$ cat src/rtl/coin_collect_scheduler.sv
// Per-frame coin pickup scheduler: holds the level's coin table and scans one slot per cycle
// against Mario's tile-aligned hitbox, retiring touched coins and driving the coin counter.
module coin_collect_scheduler #(
  parameter int NUM_COINS       = 8,
  parameter int CHARACTER_WIDTH = 42,
  parameter int BLOCK_WIDTH     = 40,
  parameter int HITBOX_INSET    = 10,
  parameter int COIN_WRAP       = 100
) (
  input  logic                         clk,
  input  logic                         reset,
  input  logic                         frame_start,
  input  logic [10:0]                  mario_x,
  input  logic [10:0]                  mario_y,
  input  logic                         load_valid,
  input  logic [$clog2(NUM_COINS)-1:0] load_idx,
  input  logic [4:0]                   load_x,
  input  logic [4:0]                   load_y,
  input  logic                         level_clear,
  output logic                         busy,
  output logic                         done,
  output logic                         collect_valid,
  output logic [4:0]                   collect_x,
  output logic [4:0]                   collect_y,
  output logic [6:0]                   coin_count,
  output logic                         extra_life,
  output logic [NUM_COINS-1:0]         active_mask,
  output logic [1:0]                   dbg_state
);

  localparam int IW = $clog2(NUM_COINS);

  typedef enum logic [1:0] {
    S_IDLE  = 2'd0,
    S_LATCH = 2'd1,
    S_SCAN  = 2'd2,
    S_DONE  = 2'd3
  } state_t;

  state_t r_state;
  state_t w_state_nxt;

  logic [IW-1:0]        r_idx;
  logic [4:0]           r_l;
  logic [4:0]           r_r;
  logic [4:0]           r_t;
  logic [4:0]           r_b;
  logic [4:0]           r_slot_x [NUM_COINS];
  logic [4:0]           r_slot_y [NUM_COINS];
  logic [NUM_COINS-1:0] r_active;
  logic                 r_collect_valid;
  logic [4:0]           r_collect_x;
  logic [4:0]           r_collect_y;
  logic [6:0]           r_coin_count;
  logic                 r_extra_life;

  logic [11:0] w_x_ext;
  logic [11:0] w_y_ext;
  logic [4:0]  w_l;
  logic [4:0]  w_r;
  logic [4:0]  w_t;
  logic [4:0]  w_b;
  logic [4:0]  w_cur_x;
  logic [4:0]  w_cur_y;
  logic        w_hit;
  logic        w_load_ok;

  // Hitbox corners to tile indices; 12-bit sums cannot overflow for on-screen positions.
  assign w_x_ext = {1'b0, mario_x};
  assign w_y_ext = {1'b0, mario_y};
  assign w_l = 5'((w_x_ext + 12'(HITBOX_INSET)) / 12'(BLOCK_WIDTH));
  assign w_r = 5'((w_x_ext + 12'(CHARACTER_WIDTH - HITBOX_INSET)) / 12'(BLOCK_WIDTH));
  assign w_t = 5'((w_y_ext + 12'(HITBOX_INSET)) / 12'(BLOCK_WIDTH));
  assign w_b = 5'((w_y_ext + 12'(CHARACTER_WIDTH - HITBOX_INSET)) / 12'(BLOCK_WIDTH));

  // Single shared compare datapath: the slot under r_idx is the only one examined this cycle.
  assign w_cur_x = r_slot_x[r_idx];
  assign w_cur_y = r_slot_y[r_idx];
  assign w_hit   = (r_state == S_SCAN) && r_active[r_idx] && !level_clear &&
                   ((w_cur_x == r_l) || (w_cur_x == r_r)) &&
                   ((w_cur_y == r_t) || (w_cur_y == r_b));

  // load_valid has no ready: a write is taken on any edge where busy=0 and level_clear=0,
  // otherwise it is dropped; the producer must watch busy.
  assign w_load_ok = load_valid && (r_state == S_IDLE) && !level_clear;

  always_comb begin
    w_state_nxt = r_state;
    case (r_state)
      S_IDLE:  if (frame_start) w_state_nxt = S_LATCH;
      S_LATCH: w_state_nxt = S_SCAN;
      S_SCAN:  if (r_idx == IW'(NUM_COINS - 1)) w_state_nxt = S_DONE;
      S_DONE:  w_state_nxt = S_IDLE;
      default: w_state_nxt = S_IDLE;
    endcase
    if (level_clear) w_state_nxt = S_IDLE;
  end

  always_ff @(posedge clk or negedge reset) begin
    if (!reset) begin
      r_state <= S_IDLE;
      r_idx   <= '0;
      r_l     <= '0;
      r_r     <= '0;
      r_t     <= '0;
      r_b     <= '0;
    end else begin
      r_state <= w_state_nxt;
      if (r_state == S_LATCH) begin
        r_l   <= w_l;
        r_r   <= w_r;
        r_t   <= w_t;
        r_b   <= w_b;
        r_idx <= '0;
      end else if (r_state == S_SCAN) begin
        r_idx <= r_idx + IW'(1);
      end
    end
  end

  always_ff @(posedge clk or negedge reset) begin
    if (!reset) begin
      r_active <= '0;
      for (int i = 0; i < NUM_COINS; i++) begin
        r_slot_x[i] <= '0;
        r_slot_y[i] <= '0;
      end
    end else if (level_clear) begin
      r_active <= '0;
    end else begin
      if (w_load_ok) begin
        r_active[load_idx] <= 1'b1;
        r_slot_x[load_idx] <= load_x;
        r_slot_y[load_idx] <= load_y;
      end
      if (w_hit) r_active[r_idx] <= 1'b0;
    end
  end

  // Collect pulse, counter and wrap pulse all land on the same edge as the retire.
  always_ff @(posedge clk or negedge reset) begin
    if (!reset) begin
      r_collect_valid <= 1'b0;
      r_collect_x     <= '0;
      r_collect_y     <= '0;
      r_coin_count    <= '0;
      r_extra_life    <= 1'b0;
    end else begin
      r_collect_valid <= w_hit;
      r_extra_life    <= 1'b0;
      if (w_hit) begin
        r_collect_x <= w_cur_x;
        r_collect_y <= w_cur_y;
        if (r_coin_count == 7'(COIN_WRAP - 1)) begin
          r_coin_count <= '0;
          r_extra_life <= 1'b1;
        end else begin
          r_coin_count <= r_coin_count + 7'd1;
        end
      end
    end
  end

  assign busy          = (r_state != S_IDLE);
  assign done          = (r_state == S_DONE);
  assign collect_valid = r_collect_valid;
  assign collect_x     = r_collect_x;
  assign collect_y     = r_collect_y;
  assign coin_count    = r_coin_count;
  assign extra_life    = r_extra_life;
  assign active_mask   = r_active;
  assign dbg_state     = r_state;

endmodule

$ cat config.mk
export PLATFORM = sky130hd
export DESIGN_NAME = coin_collect_scheduler
export DESIGN_NICKNAME = d
export VERILOG_FILES = /design/src/rtl/coin_collect_scheduler.sv
export SDC_FILE = /design/constraint.sdc
export NUM_CORES = 1
export LEC_CHECK = 0
export ABC_CLOCK_PERIOD_IN_PS = 3300
export BUFFER_PORTS_ARGS = -buffer_cell sky130_fd_sc_hd__buf_4
export CORE_MARGIN = 2
export CORE_UTILIZATION = 57
export CTS_BUF_LIST = sky130_fd_sc_hd__clkbuf_4
export CTS_CLUSTER_SIZE = 14
export DETAILED_ROUTE_END_ITERATION = 12
export PLACE_DENSITY = 0.75
export RECOVER_POWER = 100
export SYNTH_ARGS = -nofsm -noshare
export SYNTH_HDL_FRONTEND = slang
export SYNTH_SLANG_ARGS = --single-unit
export TNS_END_PERCENT = 5
$ cat constraint.sdc
create_clock -name clk -period 3.3 [get_ports clk]
set_input_delay 0.33 -clock clk [delete_from_list [all_inputs] [get_ports clk]]
set_output_delay 0.33 -clock clk [all_outputs]
set_load 0.05 [all_outputs]
==> results.toml <==
[yosys]
synth_top_area_share_pct = 36.26
synth-async-reset-ratio_pct = 100.0
synth-seq-cells = 132
synthCells = 970
synth_flop_cell = "dfrtp_1"
synth-seq-area-share_pct = 36.26
syn_area_um2 = 9109
synth_edf_count = 0
synth_cell_type_count = 93
yosys.area.top_type = "dfrtp_1"
syn_nets = 1028
ys_warn_count = 0
postSynthAreaPerCell_um2 = 9.390
synthTopCellsByArea = "dfrtp_1, mux2_2, xnor2_1"

[sta]
finalSetupViolCount = 20
hold_ws_ns = 0.04612
rsz0062_at_grt = "yes"
worst_slew_pin_slew_ns = 1.914
max_freq_ghz = 0.2559
fin_skew_ns = 0.01998
max-slew-margin-rel_pct = -27.61
slew_viol_final = 80
layout_setup_ws_ns = -0.6071
setup_tns_ns = -2.750
fin_crit_ns = 3.907
period_share_pct = 118.4
finalHoldViolCount = 0

[route]
drtIter0Drc = 534
wl_met3_um = 1272
viasPerCell = 6.008
wl_met1_um = 11460
post_drt_wl_per_cell_um = 17.54
drt_wl_total_um = 25500
drcViolationCount = 0
postRouteAntennaNets = 0
dr.pass1.iters = 5
top_layer = "met4"
vias = 8736
wl_met2_um = 12130

[floorplanning]
placementRows = 46
start_util_pct = 57.76
dieArea_um2 = 17010
coreArea_um2 = 15770
die_h_um = 130.4
die_w_um = 130.4
boundaryPins = 71

[clocking]
cts-root-buf = "clkbuf_4"
htree_levels = 4
cts_buffers = 17
path_clk_slew_ns = 0.12
cts_tree = "done"
clock_latency_ns = 0.55
cts.sinks = 132
cts.path.max_buffers = 2

[power_and_ir_drop]
combPwrFrac_pct = 49.2
p_int_mw = 4.376
power_frac_seq_pct = 36.4
switching_share_pct = 39.54
pwr-share-clk_pct = 14.3
switching_power_mw = 2.862
peakVddDrop_mv = 0.3380
pwr_density_cell_nw_per_um2 = 622.2
leakage_nw = 5.074
total_power_mw = 7.238

[final_layout]
fin_nets = 1282
final_cell_mix = "buf_4, dfrtp_1, mux2_2"
syn_to_final_growth_pct = 27.71
drive_gt1_share_pct = 35.33
final_common_cell = "buf_4"

[placed_design]
dp_hpwl_um = 18720
place.gp.congestion = 0.9389
place.port_buffers = 69

[worst_setup_path]
crit_arrival_ns = 4.32
cp_cell_sequence = "buf_4 > ha_4 > or4b_4 > or4_4 > nand2_4 > a2bb2oi_2 > o211ai_1 > buf_4 > o2111ai_1 > and3_1 > a2111oi_4 > buf_4 > nand2b_1 > a311oi_1 > a211o_1 > a21o_1 > o22ai_2 > a41oi_2"
r2r_slack_ns = -0.21
worstPathRequired_ns = 3.71
critPathSlowestCell = "or4b_4"
cp.buffers_inverters = 3
cpPeakStageDelay_ns = 0.51
critPathMaxFanout = 6
startpoint_type = "primary input"
endpoint_kind = "flip-flop"
r2r_cells = 17
crit_family = "compound AO/OA/AOI/OAI gates"
worst_r2r_endpoint = "coin_count[6]$_DFFE_PN0P_"
crit_top_cell = "buf_4"
r2r_start = "r_idx[1]$_DFFE_PN0P_"
path_class = "in2reg"

[global_route]
grt_pass1_wl_um = 40970
gr-total-overflow = 0
antenna_found_initial = 1
grt_max_degree = 80
grtUsageTotal_pct = 30.32
grt_pass1_vias = 8359

[hold_path]
whs_endpoint = "active_mask[3]$_DFF_PN0_"
min_path_type = "in2reg"
whs_path_depth = 2
min_from = "level_clear"

[run]
cap_viol_max_count = 1

[status]
outcome = "finished with violations"
failed_checks = "max-capacitance violations, max-slew violations, negative setup slack"
-- logic make-up (layout without fill, tap and decap cells) --
kind of cell,Yosys count,after routing,synth area share [%]
adders and majority gates,22,22,2.912
buffers and inverters,74,341,3.269
xor gates and xnor gates,71,71,6.909
muxes,94,94,11.72
and+or+nand+nor,314,314,17.46
DFF,132,132,36.26
other,0,1,0
AOI/OAI and AO/OA,263,263,21.47
-- state kept, by name, summed over array words and instances (netlist names) --
name / cells
active_mask: 8
coin_count: 7
collect_valid: 1
collect_x: 5
collect_y: 5
dbg_state: 2
extra_life: 1
r_b: 5
r_idx: 3
r_l: 5
r_r: 5
r_slot_x: 40
r_slot_y: 40
r_t: 5
-- power by group through the flow --
stage | Combinational (mW) | Sequential, mW | Clock (mW)
floorplan | 2.15 | 2.55 | 0
global placement | 3.28 | 2.58 | 0
detailed placement | 3.37 | 2.62 | 0
CTS | 3.46 | 2.60 | 1.05
global route | 3.88 | 2.69 | 1.12
finish | 3.56 | 2.64 | 1.04
-- routing by layer --
metal  GRT usage (%)  up-vias
li1                -     4136
met1           40.89     4226
met5               0        -
met3           4.316       61
met4           10.83        0
met2           50.38      313
-- cells in the mapped netlist, drive strengths merged, types with 22 or more instances --
cell type / n
nor3: 31
nand2: 77
nor2: 79
xnor2: 45
inv: 22
dfrtp: 132
a21oi: 46
xor2: 26
o21ai: 48
clkbuf: 37
mux2: 88
a22oi: 27
nand3: 31
-- worst max path at each step --
stage / from / to / slack, ns / depth (start not counted)
detailed placement: mario_x[5] / r_r[0]$_DFFE_PN0P_ / -1.23 / 16
global placement: mario_x[5] / r_r[0]$_DFFE_PN0P_ / -1.09 / 16
global route: mario_x[5] / r_r[0]$_DFFE_PN0P_ / -0.75 / 18
finish: mario_x[5] / r_r[0]$_DFFE_PN0P_ / -0.61 / 18
CTS: mario_x[5] / r_r[0]$_DFFE_PN0P_ / -0.52 / 19
floorplan: mario_x[5] / r_r[0]$_DFFE_PN0P_ / -0.89 / 15
-- per-stage QoR --
stage	setup WS, ns	util, %	std cells	cell area [µm²]
2_1_floorplan	-0.8851	-	970	9151
3_3_place_gp	-1.093	71.81	1415	11320
3_5_place_dp	-1.228	71.81	1415	11320
4_1_cts	-0.5236	74.17	1453	11700
5_1_grt	-0.7454	73.76	1454	11630
6_report	-0.6071	73.76	1454	11630
-- cell type report --
| type | instances | area (µm²) |
|---|---|---|
| tap | 216 | 270.3 |
| fill | 1227 | 4138 |
| clock buffer | 17 | 127.6 |
| multi-input combinational | 764 | 5722 |
| sequential | 132 | 3303 |
| inverter | 24 | 93.84 |
| antenna | 1 | 2.502 |
| clock inverter | 15 | 146.4 |
| timing repair buffer | 285 | 1967 |
-- worst register-to-register path, delay by kind of cell, from the launching register on --
kind,cells,cell delay [ns]
AOI/OAI and AO/OA,4,0.69
xor gates and xnor gates,1,0.15
buffers and inverters,4,0.76
DFF,1,0.43
and+or+nand+nor,8,1.41
-- repair_timing --
item	in CTS	in global routing
gates resized for setup	11	29
hold endpoints to repair	76	0
buffers inserted	5	0
hold buffers	1	0
pin swaps	6	15
endpoints found under the setup margin	30	29
Power figures use the tool's default switching activity.
